[src/rtl/md_issue_ctrl.sv]
// md_issue_ctrl: EX-side initiator for the HI/LO mul/div unit; holds Start/Op/operands for the
// fixed op latency and stalls HI/LO users in ID. Define MD_CHECK_EN for the sticky busy_err checker.
module md_issue_ctrl #(
  parameter int MUL_CYCLES = 5,
  parameter int DIV_CYCLES = 10,
  parameter int CNT_W      = 4
) (
  input  logic        clk,
  input  logic        reset,
  input  logic        ex_valid,
  input  logic [3:0]  ex_op,
  input  logic [31:0] ex_rs,
  input  logic [31:0] ex_rt,
  input  logic        id_md_use,
  input  logic        md_busy,
  input  logic [31:0] md_hi,
  input  logic [31:0] md_lo,
  output logic        md_start,
  output logic [3:0]  md_op,
  output logic [31:0] md_a,
  output logic [31:0] md_b,
  output logic        stall,
  output logic [31:0] ex_rdata,
  output logic        busy_err
);
  typedef enum logic [1:0] {IDLE = 2'd0, RUN = 2'd1, WR = 2'd2} state_t;

  localparam logic [3:0] OP_NONE  = 4'd0;
  localparam logic [3:0] OP_MULT  = 4'd1;
  localparam logic [3:0] OP_MULTU = 4'd2;
  localparam logic [3:0] OP_DIVU  = 4'd4;
  localparam logic [3:0] OP_MTHI  = 4'd5;
  localparam logic [3:0] OP_MTLO  = 4'd6;
  localparam logic [3:0] OP_MFHI  = 4'd7;
  localparam logic [3:0] OP_MFLO  = 4'd8;

  state_t           state_r;
  logic [CNT_W-1:0] cnt_r;
  logic             is_md_s;
  logic             is_mt_s;
  logic             issue_now_s;
  logic             run_done_s;
  logic [CNT_W-1:0] run_len_s;

  // Decode the EX op, the end of the current run, and the ID stall
  always_comb begin
    if (ex_valid) begin
      is_md_s = (ex_op >= OP_MULT) && (ex_op <= OP_DIVU);
      is_mt_s = (ex_op == OP_MTHI) || (ex_op == OP_MTLO);
    end else begin
      is_md_s = 1'b0;
      is_mt_s = 1'b0;
    end
    issue_now_s = (state_r == IDLE) && (is_md_s || is_mt_s);
    if ((md_op == OP_MULT) || (md_op == OP_MULTU)) begin
      run_len_s = CNT_W'(MUL_CYCLES);
    end else begin
      run_len_s = CNT_W'(DIV_CYCLES);
    end
    run_done_s = (cnt_r == run_len_s);
    stall      = id_md_use && ((state_r != IDLE) || issue_now_s);
  end

  // MFHI/MFLO read-back; only reachable in IDLE because of the stall
  always_comb begin
    case (ex_op)
      OP_MFHI: ex_rdata = md_hi;
      OP_MFLO: ex_rdata = md_lo;
      default: ex_rdata = 32'd0;
    endcase
  end

  // Issue FSM: operands are frozen for the whole run and md_op returns to 0 in IDLE
  always_ff @(posedge clk) begin
    if (reset) begin
      state_r  <= IDLE;
      cnt_r    <= '0;
      md_start <= 1'b0;
      md_op    <= OP_NONE;
      md_a     <= 32'd0;
      md_b     <= 32'd0;
    end else begin
      case (state_r)
        IDLE: begin
          if (issue_now_s && is_md_s) begin
            md_op    <= ex_op;
            md_a     <= ex_rs;
            md_b     <= ex_rt;
            md_start <= 1'b1;
            cnt_r    <= CNT_W'(1'b1);
            state_r  <= RUN;
          end else if (issue_now_s) begin
            // The unit takes MTLO data on RData2, so rs goes to both operands
            md_op   <= ex_op;
            md_a    <= ex_rs;
            md_b    <= ex_rs;
            state_r <= WR;
          end else begin
            state_r <= IDLE;
          end
        end
        RUN: begin
          if (run_done_s) begin
            md_start <= 1'b0;
            md_op    <= OP_NONE;
            cnt_r    <= '0;
            state_r  <= IDLE;
          end else begin
            cnt_r <= cnt_r + CNT_W'(1'b1);
          end
        end
        WR: begin
          md_op   <= OP_NONE;
          state_r <= IDLE;
        end
        default: begin
          md_start <= 1'b0;
          md_op    <= OP_NONE;
          cnt_r    <= '0;
          state_r  <= IDLE;
        end
      endcase
    end
  end

`ifdef MD_CHECK_EN
  logic after_run_r;
  logic idle_seen_r;

  // Sticky protocol checker against the unit's Busy (Busy lags md_start by one edge)
  always_ff @(posedge clk) begin
    if (reset) begin
      busy_err    <= 1'b0;
      after_run_r <= 1'b0;
      idle_seen_r <= 1'b0;
    end else begin
      if ((state_r == RUN) && run_done_s) begin
        after_run_r <= 1'b1;
      end else begin
        after_run_r <= after_run_r;
      end
      idle_seen_r <= (state_r == IDLE);
      busy_err    <= busy_err
                   | ((state_r == RUN) && (cnt_r >= CNT_W'(2'd2)) && !md_busy)
                   | ((state_r == IDLE) && idle_seen_r && after_run_r && md_busy)
                   | ((state_r != IDLE) && (is_md_s || is_mt_s));
    end
  end
`else
  logic unused_busy_s;
  assign unused_busy_s = md_busy;

  // Checker compiled out: flag held low
  always_ff @(posedge clk) begin
    if (reset) begin
      busy_err <= 1'b0;
    end else begin
      busy_err <= 1'b0;
    end
  end
`endif

endmodule

[config.mk]
export PLATFORM = sky130hd
export DESIGN_NAME = md_issue_ctrl
export DESIGN_NICKNAME = d
export VERILOG_FILES = /design/src/rtl/md_issue_ctrl.sv
export SDC_FILE = /design/constraint.sdc
export NUM_CORES = 1
export LEC_CHECK = 0
export CORE_ASPECT_RATIO = 2
export CORE_MARGIN = 10
export CORE_UTILIZATION = 36
export CTS_CLUSTER_DIAMETER = 80
export DETAILED_ROUTE_END_ITERATION = 10
export HOLD_SLACK_MARGIN = 0.12
export PLACE_DENSITY = 0.86
export SYNTH_ARGS = -nofsm -noshare
export SYNTH_HDL_FRONTEND = slang
export SYNTH_SLANG_ARGS = --single-unit
[constraint.sdc]
create_clock -name clk -period 1.8 [get_ports clk]
set_input_delay 0.18 -clock clk [delete_from_list [all_inputs] [get_ports clk]]
set_output_delay 0.18 -clock clk [all_outputs]
set_load 0.05 [all_outputs]
==> impl_results.md <==
* Outcome: complete, no violations
* Clock Sinks at 75
* Mean Syn Cell Area at about 9 µm²
* Vias per cell at about 5.2
* CP Launch Point: ex_op[0]
* Comb pwr share at 0.294
* Final Slew Violations at 0
* Ports at 240
* Std-Cell Rows at 51
* Max Cap Viol at 0
* Top post-synthesis cells by count: dfxtp_1, nand2_1, nor2_1
* ANT cells at 0
* Yosys reg bits at between 70 and 80
* Clock latency on the worst-skew pair at 0.32 ns
* DIE HEIGHT at roughly 160 µm
* Power per cell area at between 700 and 800 nW/µm²
* Synth area leader: dfxtp_1
* Pre-CTS setup slack at -0.2532 ns
* PortBufs at ~240
* Clk slew on worst S/H paths at approximately 0.06 ns
* Largest net degree at the start of global routing at 53
* Iteration-0 DRC count of the detailed router at around 180
* HP Start: reset
* Max-slew headroom at 0.6265
* Fin. Hold Viols at 0
* Unique masters post-synth at 38
* Hold_buf cts at 0
* RSZ-0062 raised after global routing: true
* Sw Ratio at 0.2940
* Part of the cycle the worst path needs at 0.9831
* Crit end category: output port
* Peak Freq at 565.1 MHz
* # nets final at around 770
* Internal power at roughly 3.8 mW
* Die area at 14570 µm²
* YS warnings at 0
* First-pass GRT wire length at 24310 µm
* Max Buffers Root-to-Sink at 2
* Hpwl dp at 13020 µm
* Core Area at roughly 9800 µm²
* Critical path class: in2out
* Final setup vio count at 0
* # DRC at 0
* Synth top area share at 0.4194
* Leak at ~2.8 nW
* Crit path DAT at between 1.5 and 2 ns
* Primary FF master, synth: dfxtp_1
* Highest ir drop seen on vdd at between 0.4 and 0.5 mV
* Worst Skew at ~0.006 ns
* Post-route ant nets at 0
* Seq pwr share at 0.342
* H-tree depth at 3
* CP Launch Type: input pin
* P&R area growth vs syn at 95.60%
* Count leader, synth: dfxtp_1
* Fraction of layout cells with a size suffix above 1 at 0.1987
* Synth Instances at roughly 390
* Worst slew pin tran at approximately 0.56 ns
* Final non-filler cell total at approximately 770
* DRT Wirelength at between 15000 and 20000 µm
* Initial antenna violation count at 0
* Placer Congestion at about 0.83
* Sw Pwr at ~1.6 mW
* Placed cell count at 749
* Clock buffer count from CTS at 9
* Via count at 3958
* Clock network fraction of design power at 0.364
* Min Hold Slack at between 0.2 and 0.3 ns
* Total GRT Usage at 0.2107
* Die span in x at a little over 90 µm
* Ys async rst share at 0
* Initial core utilization at 0.3667
* Data required time of the critical path at 1.62 ns
* Register area share after synthesis at 0.4194
* Tmin final at about 1.8 ns
* Post-route setup slack at 0.03041 ns
* Routed WL per cell at 20.57 µm
* Max Fanout on Critical Path at 8
* Number of global-route vias before repair at 4375
* Hold Path Class: in2reg
* DR pass1 iterations at 4
* Number of synthesized flops with an enable pin at 0
* TritonCTS clock tree: built
* Root buf cell: clkbuf_16
* Reg2reg start: cnt_r[0]
* Syn nets at 526
* Final global-route overflow total at 0
* Top cells by area, synth: dfxtp_1, a211oi_2, mux2i_1, a22o_1, nand2_1
* Cell Area, Synth at roughly 3600 µm²
==> layout by cell type (no fill, tap or decap), drive strengths merged, types with 2 or more instances in the layout <==
cell and instances:
and2 2, o21ai 4, nor3b 3, nand4 2
a21oi 35, bufinv 2, o32ai 2, buf 66
inv 2, clkbuf 11, nand3 5, nor4bb 2
dfxtp 75, clkinv 2, nand2 66, a22o 35
dlygate4sd2 4, a211oi 33, dlymetal6s2s 2, clkdlybuf4s50 193
a31oi 3, nor2 37, mux2i 32
==> critical path, stage by stage <==
cell           delay, ns
dlygate4sd2_1       0.26
buf_6               0.13
nor4b_4             0.32
buf_6               0.22
buf_12              0.14
a22o_1              0.18
buf_12              0.15
==> cell type report <==
| type | instances | area [µm²] |
|---|---|---|
| Clock buffer | 11 | 252.7 |
| Clock inverter | 4 | 73.82 |
| Inverter | 2 | 7.507 |
| Tap cell | 132 | 165.2 |
| Multi-Input combinational cell | 277 | 1976 |
| Timing Repair Buffer | 265 | 3024 |
| Fill cell | 712 | 2761 |
| Sequential cell | 75 | 1503 |
==> logic make-up (layout without fill, tap and decap cells) <==
group,count (synthesis),count (layout),synth area share
muxes,32,32,0.08948
other,1,1,0.001048
AOI/OAI and AO/OA,115,115,0.2681
and+or+nand+nor,127,127,0.1601
buffers and inverters,36,282,0.05592
DFF,75,75,0.4194
xor gates and xnor gates,1,1,0.002447
adders and majority gates,1,1,0.003495
==> path summary, 6_finish.rpt <==
| check | endpoint | slack (ns) | cells after the start |
|---|---|---|---|
| max | ex_rdata[29] | 0.03 | 7 |
| min | state_r[1] | 0.26 | 3 |
| max reg2reg | md_op[2] | 0.11 | 4 |
| min reg2reg | md_a[0] | 0.45 | 2 |
==> layer usage <==
metal / GRT usage / vias up / share of wire
met1: 0.1759 / 1829 / 0.30
li1: - / 1890 / -
met3: 0.09749 / 31 / 0.10
met4: 0.1092 / 0 / 0.040
met5: 0 / - / 0
met2: 0.3978 / 208 / 0.55
==> what timing repair did <==
action,in CTS,in global routing
gates cloned,2,0
resized for setup,16,9
pin swaps,3,4
setup endpoints to repair,36,16
buffers inserted,2,0
==> per-stage QoR <==
stage	util	setup TNS (ns)	power, mW	instance area [µm²]
after global routing	0.7172	-0.05189	5.531	7002
final	0.7172	0	5.321	7002
after detailed placement	0.6687	-15.71	3.407	6529
after floorplan	-	0	2.651	3580
after global placement	0.6687	-10.45	3.368	6529
after CTS	0.7124	0	5.361	6955
==> registers in the layout, summed over array words and instances, names as in the netlist <==
signal	cells
md_a	32
md_b	32
cnt_r	4
md_op	4
state_r	2
md_start	1
==> power groups by stage <==
stage	clock network [mW]	logic, mW	registers, mW
floorplan	0	0.479	2.17
global placement	0	1.52	1.85
detailed placement	0	1.55	1.86
CTS	1.97	1.57	1.82
global route	2.05	1.64	1.83
finish	1.94	1.56	1.82
No activity file was read; power rests on OpenSTA's default activity.
==> variant, RTL diff (same settings) <==
Add a define of `MD_CHECK_EN`.
--- a/src/rtl/md_issue_ctrl.sv
+++ b/src/rtl/md_issue_ctrl.sv
@@ -2,2 +2,4 @@
 // fixed op latency and stalls HI/LO users in ID. Define MD_CHECK_EN for the sticky busy_err checker.
+`define MD_CHECK_EN
+
 module md_issue_ctrl #(
Function: changed (Yosys sat finds a counterexample within 4 cycles, from zero or initial values and one cycle with reset high).
==> variant against the unedited design <==
  * Routed wire length is 26% higher
  * Clock skew barely moved
  * Via count rose by 14%
  * Synthesized area increased by 7.4%
  * Utilization decreased by 0.75 points
  * Global-route usage rose by 3.1 points
  * Worst setup slack got worse by 2.7 ps
  * Sequential cell count grew 3
  * Total power shrank 1.7%
  * Cell area is 6.2% higher
  * Critical path type unchanged
==> variant: results (changes against the unedited design) <==
\begin{tabular}{lr}
\hline
Metric & Value \\
\hline
\multicolumn{2}{l}{\textbf{Logic synthesis}} \\
\quad Netlist cell types & 40 (+5.3\%) \\
\quad Post-Syn Nets & 584 (+11\%) \\
\quad Largest cells by area after synthesis & dfxtp\_1, nand2\_1, a32oi\_2 \\
\quad Sequential-to-total area share from yosys stat & 40.6\% (-1.3 points) \\
\quad Mux share of post-synthesis cell area & 0\% (-8.9 points) \\
\quad Adder-cell area share of the yosys netlist & 0.651\% (+0.30 points) \\
\quad Number of standard cells after synthesis & 445 (+15\%) \\
\quad Xor/xnor share of the synthesized area & 0.455\% (+0.21 points) \\
\quad Area fraction in compound gates after synthesis & 28.9\% (+2.1 points) \\
\quad Cell types with the highest counts after synthesis & nand2\_1, dfxtp\_1, a21oi\_1, nand2b\_1, a22o\_1 \\
\multicolumn{2}{l}{\textbf{Detailed routing}} \\
\quad Starting DRT DRC Count & 250 (+42\%) \\
\quad Vias & 4513 (+14\%) \\
\quad Total length of routed wires & 19900 um (+26\%) \\
\quad Number of detailed-route iterations in the first pass & 7 (+3) \\
\multicolumn{2}{l}{\textbf{Min path}} \\
\quad Worst Hold Endpoint & idle\_seen\_r\$\_SDFF\_PP0\_ \\
\quad Worst hold path depth & 2 (-1) \\
\multicolumn{2}{l}{\textbf{Placement}} \\
\quad Number of placed cells counting well taps & 807 (+7.7\%) \\
\quad HPWL Detailed & 14600 um (+13\%) \\
\quad Placement-stage cell area & 6810 um\^{}2 (+4.3\%) \\
\quad Port bufs & 239 (+0.84\%) \\
\quad GP Congestion & 0.986 (+19\%) \\
\multicolumn{2}{l}{\textbf{Pwr}} \\
\quad Static Leak & 2.83 nW (+1.1\%) \\
\quad Worst voltage drop across the vdd grid & 0.660 mV (+39\%) \\
\quad Switching share of total power & 32.8\% (+3.4 points) \\
\multicolumn{2}{l}{\textbf{Setup path}} \\
\quad Maximum fanout along the worst path & 16 (+8) \\
\quad R2R cell count & 5 (+1) \\
\quad Worst setup slack for register-to-register paths & 130 ps (+20 ps) \\
\quad Worst r2r src & state\_r[0]\$\_SDFFE\_PP0P\_ \\
\multicolumn{2}{l}{\textbf{Global routing}} \\
\quad Wire length of the first global-routing pass & 28800 um (+19\%) \\
\quad Via count of the first global-routing pass & 4730 (+8.1\%) \\
\quad Number of antenna violations at the first check in global routing & 4 (+4) \\
\quad Largest net degree at the start of global routing & 39 (-26\%) \\
\multicolumn{2}{l}{\textbf{Outcome}} \\
\quad Outcome & finished, final reports clean \\
\multicolumn{2}{l}{\textbf{Final layout}} \\
\quad Layout net count & 827 (+7.7\%) \\
\quad Top Registers & md\_a: 32 flops, md\_b: 32 flops \\
\quad Fraction of final layout cells sized beyond drive strength 1 & 22.1\% (+2.2 points) \\
\multicolumn{2}{l}{\textbf{STA}} \\
\quad Slew HR & 61.9\% (-0.78 points) \\
\hline
\end{tabular}
-- variant: changes by cell type after synthesis, sizes merged, moves of 3 or more --
cell	before	now
nor2	37	9
clkbuf	20	16
buf	14	20
a22o	35	32
dfxtp	75	78
a211oi	33	2
o31ai	0	4
mux2i	32	0
a21oi	35	41
nand2	66	136
nor2b	1	4
nand2b	1	34
a32oi	0	32
-- variant: per-stage QoR --
| step | utilization (%) | hold WS, ps | setup WS [ps] |
|---|---|---|---|
| 6_report | 71.0 | 149 | 27.7 |
| 5_1_grt | 70.9 | 138 | -14.6 |
| 4_1_cts | 68.7 | 140 | -27.3 |
| 3_5_place_dp | 65.0 | 449 | -177 |
| 3_3_place_gp | 65.0 | 443 | -134 |
| 2_1_floorplan | - | 263 | 72.7 |
-- variant: area by class of cell --
type                            instances  share of cell area (%)
Tap cell                              137                    2.31
Clock inverter                          5                   0.471
Inverter                                3                   0.151
Antenna cell                            5                   0.168
Sequential cell                        78                    21.0
Clock buffer                           11                    3.13
Multi-Input combinational cell        328                    31.7
Timing Repair Buffer                  268                    41.0
-- variant: layer usage --
metal	global-route usage [%]	vias to the layer above	wire (um)
li1	-	2058	-
met1	24.3	2213	6820
met2	43.6	191	10800
met3	6.65	51	1280
met4	12.3	0	968
met5	0	-	0
-- variant: power groups by stage --
stage               combinational, mW  sequential (mW)  clock [mW]
global placement                 1.57             1.94           0
floorplan                       0.459             2.29           0
global route                     1.74             1.92        1.75
CTS                              1.62             1.91        1.69
finish                           1.67             1.91        1.65
detailed placement               1.60             1.94           0
-- variant: cell families after synthesis --
family                     after synthesis
buffers and inverters                   39
xor gates and xnor gates                 2
DFF                                     78
adders and majority gates                2
and+or+nand+nor                        203
AOI/OAI and AO/OA                      121
-- variant: how the worst max path moves through the flow --
stage                                startpoint                    end  slack, ps  cells past startpoint
final                                  ex_op[0]           ex_rdata[21]         30                      7
after global routing                   ex_op[0]           ex_rdata[21]        -10                      7
after detailed placement               ex_op[2]  md_b[14]$_SDFFE_PP0P_       -180                      7
after CTS                              ex_op[0]            ex_rdata[1]        -30                      7
after global placement                 ex_op[2]           ex_rdata[30]       -130                      6
after floorplan           md_op[0]$_SDFFE_PP0P_  md_start$_SDFFE_PP0P_         70                      4
-- variant: critical path, cell delays in order --
cell,delay [ps]
dlygate4sd2_1,240
or3_4,410
nor2_4,100
buf_4,120
buf_12,160
a22o_1,210
buf_12,150
-- variant: what timing repair did --
item	4_1_cts	5_1_grt
pin swaps	5	3
setup endpoints to repair	33	36
setup buffers	4	2
endpoints found under the hold margin	0	0
resized for setup	10	32
cloned	2	0
